===== src/rtl/beepboop_pkg.sv =====
// Shared types and constants for the beepboop serial byte receiver.
package beepboop_pkg;

    typedef enum logic [1:0] {
        IDLE = 2'd0,
        RECV = 2'd1,
        DONE = 2'd2
    } state_t;

    localparam logic [7:0] TERMINATOR         = 8'h00;
    localparam int         DEFAULT_FIFO_DEPTH = 32;

endpackage


===== src/rtl/beepboop_fifo.sv =====
// First-word-fall-through byte buffer; a push into a full buffer is accepted only alongside a pop.
module beepboop_fifo
    import beepboop_pkg::*;
#(
    parameter int DEPTH = DEFAULT_FIFO_DEPTH
) (
    input  logic       clock,
    input  logic       reset,
    input  logic       push,
    input  logic [7:0] push_data,
    input  logic       pop,
    output logic [7:0] head_data,
    output logic       full,
    output logic       empty
);

    localparam int AW = $clog2(DEPTH);

    logic [7:0]    mem [DEPTH];
    logic [AW-1:0] wr_ptr;
    logic [AW-1:0] rd_ptr;
    logic [AW:0]   count;
    logic          do_push;
    logic          do_pop;

    assign empty     = (count == '0);
    assign full      = (count == (AW+1)'(DEPTH));
    assign do_pop    = pop && !empty;
    assign do_push   = push && (!full || do_pop);
    assign head_data = empty ? 8'h00 : mem[rd_ptr];

    // Storage carries no reset so it can map onto plain RAM.
    always_ff @(posedge clock) begin
        if (do_push) begin
            mem[wr_ptr] <= push_data;
        end
    end

    always_ff @(posedge clock) begin
        if (reset) begin
            wr_ptr <= '0;
            rd_ptr <= '0;
            count  <= '0;
        end else begin
            if (do_push) begin
                wr_ptr <= wr_ptr + AW'(1);
            end
            if (do_pop) begin
                rd_ptr <= rd_ptr + AW'(1);
            end
            if (do_push && !do_pop) begin
                count <= count + (AW+1)'(1);
            end else if (!do_push && do_pop) begin
                count <= count - (AW+1)'(1);
            end
        end
    end

endmodule


===== src/rtl/beepboop_rx.sv =====
// Serial MSB-first byte receiver with a null-terminated frame protocol and a byte buffer.
// Define BEEPBOOP_RX_CHECKSUM_EN to keep a running XOR checksum of each frame on chk.
module beepboop_rx
    import beepboop_pkg::*;
#(
    parameter int FIFO_DEPTH = DEFAULT_FIFO_DEPTH
) (
    input  logic       clock,
    input  logic       reset,
    input  logic       ser_in,
    input  logic       ser_valid,
    input  logic       rd_en,
    output logic [7:0] rd_data,
    output logic       rd_valid,
    output logic       busy,
    output logic       msg_done,
    output logic       frame_err,
    output logic       overflow,
    output logic [7:0] chk
);

    state_t     state;
    logic [2:0] bit_cnt;
    logic [7:0] shift_reg;
    logic [7:0] next_byte;
    logic       byte_done;
    logic       push;
    logic       pop;
    logic       fifo_full;
    logic       fifo_empty;

    always_comb begin
        next_byte = {shift_reg[6:0], ser_in};
        byte_done = (state == RECV) && ser_valid && (bit_cnt == 3'd7);
        push      = byte_done && (next_byte != TERMINATOR);
    end

    assign pop      = rd_en && !fifo_empty;
    assign rd_valid = !fifo_empty;
    assign busy     = (state == RECV);

    beepboop_fifo #(
        .DEPTH(FIFO_DEPTH)
    ) u_fifo (
        .clock    (clock),
        .reset    (reset),
        .push     (push),
        .push_data(next_byte),
        .pop      (pop),
        .head_data(rd_data),
        .full     (fifo_full),
        .empty    (fifo_empty)
    );

    // The bit counter wraps 7 -> 0 on its own, so consecutive bytes need no explicit restart.
    always_ff @(posedge clock) begin
        if (reset) begin
            state     <= IDLE;
            bit_cnt   <= '0;
            shift_reg <= '0;
            msg_done  <= 1'b0;
            frame_err <= 1'b0;
            overflow  <= 1'b0;
        end else begin
            msg_done  <= 1'b0;
            frame_err <= 1'b0;
            if (push && fifo_full && !pop) begin
                overflow <= 1'b1;
            end
            case (state)
                IDLE: begin
                    if (ser_valid) begin
                        shift_reg <= {7'b0, ser_in};
                        bit_cnt   <= 3'd1;
                        state     <= RECV;
                    end
                end
                RECV: begin
                    if (ser_valid) begin
                        shift_reg <= next_byte;
                        bit_cnt   <= bit_cnt + 3'd1;
                        if (byte_done && (next_byte == TERMINATOR)) begin
                            msg_done <= 1'b1;
                            state    <= DONE;
                        end
                    end else begin
                        frame_err <= 1'b1;
                        bit_cnt   <= '0;
                        shift_reg <= '0;
                        state     <= IDLE;
                    end
                end
                DONE: begin
                    if (!ser_valid) begin
                        bit_cnt <= '0;
                        state   <= IDLE;
                    end
                end
                default: state <= IDLE;
            endcase
        end
    end

`ifdef BEEPBOOP_RX_CHECKSUM_EN
    logic [7:0] chk_reg;

    always_ff @(posedge clock) begin
        if (reset) begin
            chk_reg <= 8'h00;
        end else if ((state == IDLE) && ser_valid) begin
            chk_reg <= 8'h00;
        end else if (push) begin
            chk_reg <= chk_reg ^ next_byte;
        end
    end

    assign chk = chk_reg;
`else
    assign chk = 8'h00;
`endif

endmodule

===== config.mk =====
export PLATFORM = sky130hd
export DESIGN_NAME = beepboop_rx
export DESIGN_NICKNAME = d
export VERILOG_FILES = /design/src/rtl/beepboop_pkg.sv /design/src/rtl/beepboop_fifo.sv /design/src/rtl/beepboop_rx.sv
export SDC_FILE = /design/constraint.sdc
export NUM_CORES = 1
export LEC_CHECK = 0
export BUFFER_PORTS_ARGS = -buffer_cell sky130_fd_sc_hd__buf_2
export CAP_MARGIN = 25
export CORE_MARGIN = 8
export CORE_UTILIZATION = 25
export DETAILED_ROUTE_END_ITERATION = 8
export PLACE_DENSITY = 0.4
export SLEW_MARGIN = 20
export SYNTH_ARGS = -nofsm -noshare
export SYNTH_HDL_FRONTEND = slang
export SYNTH_SLANG_ARGS = --single-unit

===== constraint.sdc =====
create_clock -name clock -period 9.79 [get_ports clock]
set_clock_uncertainty 0.05 [all_clocks]
set_input_delay 1.4685 -clock clock [delete_from_list [all_inputs] [get_ports clock]]
set_output_delay 1.4685 -clock clock [all_outputs]
set_load 0.005 [all_outputs]

==> results.json <==
{
  "cts.sinks": 292,
  "grt_max_degree": 53,
  "gr-usage-all-layers_pct": 10.4,
  "cts_buffers": 34,
  "arrival_ns": 3.34,
  "p_leak_uw": 0.00375,
  "rows": 79,
  "largest_reg_flops": 256,
  "yosysWarningCount": 0,
  "layout-drive-gt1-share_pct": 21.3,
  "cts_resized": 0,
  "fin_tns_setup_ns": 0,
  "antenna_found_initial": 0,
  "syn_to_final_growth_pct": 14.6,
  "fp.dieH_um": 233,
  "avgRoutedWirePerCell_um": 21.5,
  "tritoncts": "done",
  "synth_async_sr_flop_share_pct": 0,
  "overflow": 0,
  "cp_num_buf_inv": 3,
  "start_kind": "flop",
  "ff_latch_area_um2": 8420,
  "drtAntennaViolNets": 0,
  "syn-cell-area_um2": 11800,
  "yosys_register_bits": 292,
  "layout_common_cells": "256 x edfxtp_1, 59 x mux4_2, 56 x nor2_1, 34 x clkbuf_16, 33 x dfxtp_1",
  "fillers": 4533,
  "root_buffer": "clkbuf_16",
  "status": "complete, no violations",
  "synth_cells": 626,
  "initial_utilization_pct": 25.3,
  "period_share_pct": 49.6,
  "rr_startpoint": "u_fifo.count[2]$_SDFFE_PP0P_",
  "clk_latency_ns": 0.51,
  "finalCriticalPeriod_ns": 4.86,
  "crit_path_end_kind": "primary output",
  "drcViolationCount": 0,
  "route.vias.total": 5893,
  "globalplace.congestion": 0.759,
  "hp-start": "bit_cnt[1]$_SDFFE_PP0P_",
  "hold_slack_ns": 0.406,
  "coreArea_um2": 46600,
  "hold_viol": 0,
  "multi_input_area_um2": 3090,
  "synth_edf_count": 256,
  "path_cells": "buf_4 -> mux4_1 -> mux4_2 -> inv_1 -> a221oi_1 -> buf_2",
  "routed_wirelength_mm": 27.9,
  "ir_drop_uv": 111,
  "hold_class": "flop to flop",
  "fin_nets": 684,
  "yosysTopAreaCellShare_pct": 65.3,
  "worst_pin_slew_ns": 1.05,
  "clkTransAtPathRegs_ns": 0.05,
  "max_stage_delay_ns": 0.72,
  "yosysSeqAreaShare_pct": 71.4,
  "worstPathMaxFanout": 43,
  "required_ns": 8.27,
  "crit_family": "multiplexers",
  "synth_area_leader_cell": "edfxtp_1",
  "drtPass1Iterations": 5,
  "htreeDepth": 2,
  "slew_headroom_pct": 30.0,
  "slowest_stage": "mux4_1",
  "hpwl_mm": 17.0,
  "power_uw": 2520,
  "hold_buffers": 0,
  "synth.distinct_cells": 53,
  "io_pins": 26,
  "drt_iter0_drc": 396,
  "grt_pass1_vias": 6280,
  "port-buffer-count": 17,
  "synthTopCellsByArea": "edfxtp_1 65%, mux4_2 11%, dfxtp_1 6.1%",
  "fmax_ghz": 0.206,
  "cts_setup_buffers": 0,
  "setup_violations": 0,
  "via_per_inst": 4.55,
  "maxSlewViolCount": 0,
  "dieWidth_um": 233,
  "avgSynthCellArea_um2": 18.8,
  "rsz0062_at_grt": "no",
  "powerDensity_nw_per_um2": 187,
  "layout_commonest_cell": "edfxtp_1",
  "grt_first_pass_wirelength_mm": 42.1,
  "cts_buffer_depth": 3,
  "synth-main-ff-cell": "edfxtp_1",
  "die_area_um2": 54300,
  "critPathKind": "flop to primary output",
  "max_cap_violations": 0
}
[tightest hold or removal path, delay by kind of cell, from the launching register on]
family          cells  cell delay, ns
compound gates      1            0.05
flops               1            0.31
simple gates        1            0.05
[power breakdown]
| group | internal, µW | switching, µW | total, µW | leakage, µW |
|---|---|---|---|---|
| Combinational | 11.5 | 26.8 | 38.3 | 0.00102 |
| Sequential | 1340 | 1.84 | 1350 | 0.00225 |
| Clock | 644 | 489 | 1130 | 0.000482 |
[cell type report]
| type | instances | share of cell area, % |
|---|---|---|
| inverter | 13 | 0.362 |
| timing repair buffer | 32 | 1.46 |
| clock inverter | 16 | 0.668 |
| multi-input combinational | 289 | 22.9 |
| clock buffer | 45 | 6.61 |
| antenna | 1 | 0.0185 |
| sequential | 292 | 62.4 |
| tap | 607 | 5.63 |
[routing by layer]
layer | global-route usage [%] | up-vias | routed length, µm
met2 | 17.5 | 113 | 13800
met1 | 13.9 | 3153 | 12700
li1 | - | 2592 | -
met5 | 0 | - | 0
met4 | 2.58 | 0 | 433
met3 | 1.73 | 35 | 1010
[stage by stage]
stage | cells | instance area, µm² | util (%) | worst slack (ns)
2_1_floorplan | 633 | 11800 | - | 5.73
3_3_place_gp | 1228 | 12500 | 26.8 | 5.16
3_5_place_dp | 1228 | 12500 | 26.8 | 5.01
4_1_cts | 1289 | 13500 | 28.9 | 4.78
5_1_grt | 1294 | 13500 | 29.0 | 4.72
6_report | 1295 | 13500 | 29.0 | 4.93
[synth_stat cells, types with 11 or more instances]
| library cell | instances |
|---|---|
| edfxtp_1 | 256 |
| a21oi_1 | 14 |
| buf_2 | 11 |
| mux4_2 | 59 |
| nor2_1 | 56 |
| mux4_1 | 13 |
| dfxtp_1 | 36 |
| nand2_1 | 20 |
| inv_1 | 13 |
| ha_1 | 16 |
| mux2i_1 | 13 |
[kinds of logic after synthesis]
| family | count (synthesis) | synth area share, % |
|---|---|---|
| other cells | 1 | 0.0319 |
| simple gates | 118 | 4.78 |
| compound gates | 51 | 3.26 |
| fa+ha+maj | 17 | 1.87 |
| flops | 292 | 71.4 |
| buf+inv | 52 | 2.56 |
| mux | 86 | 15.4 |
| xor+xnor | 9 | 0.670 |
[path summary, 6_finish.rpt]
check | to | slack [ns] | cells past startpoint
worst min-delay path | bit_cnt[1]$_SDFFE_PP0P_ | 0.41 | 2
worst max-delay path | rd_data[4] | 4.93 | 6
worst min register to register | bit_cnt[1]$_SDFFE_PP0P_ | 0.41 | 2
worst max register to register | u_fifo.count[5]$_SDFFE_PP0P_ | 5.99 | 11
No activity file was read; power rests on OpenSTA's default activity.
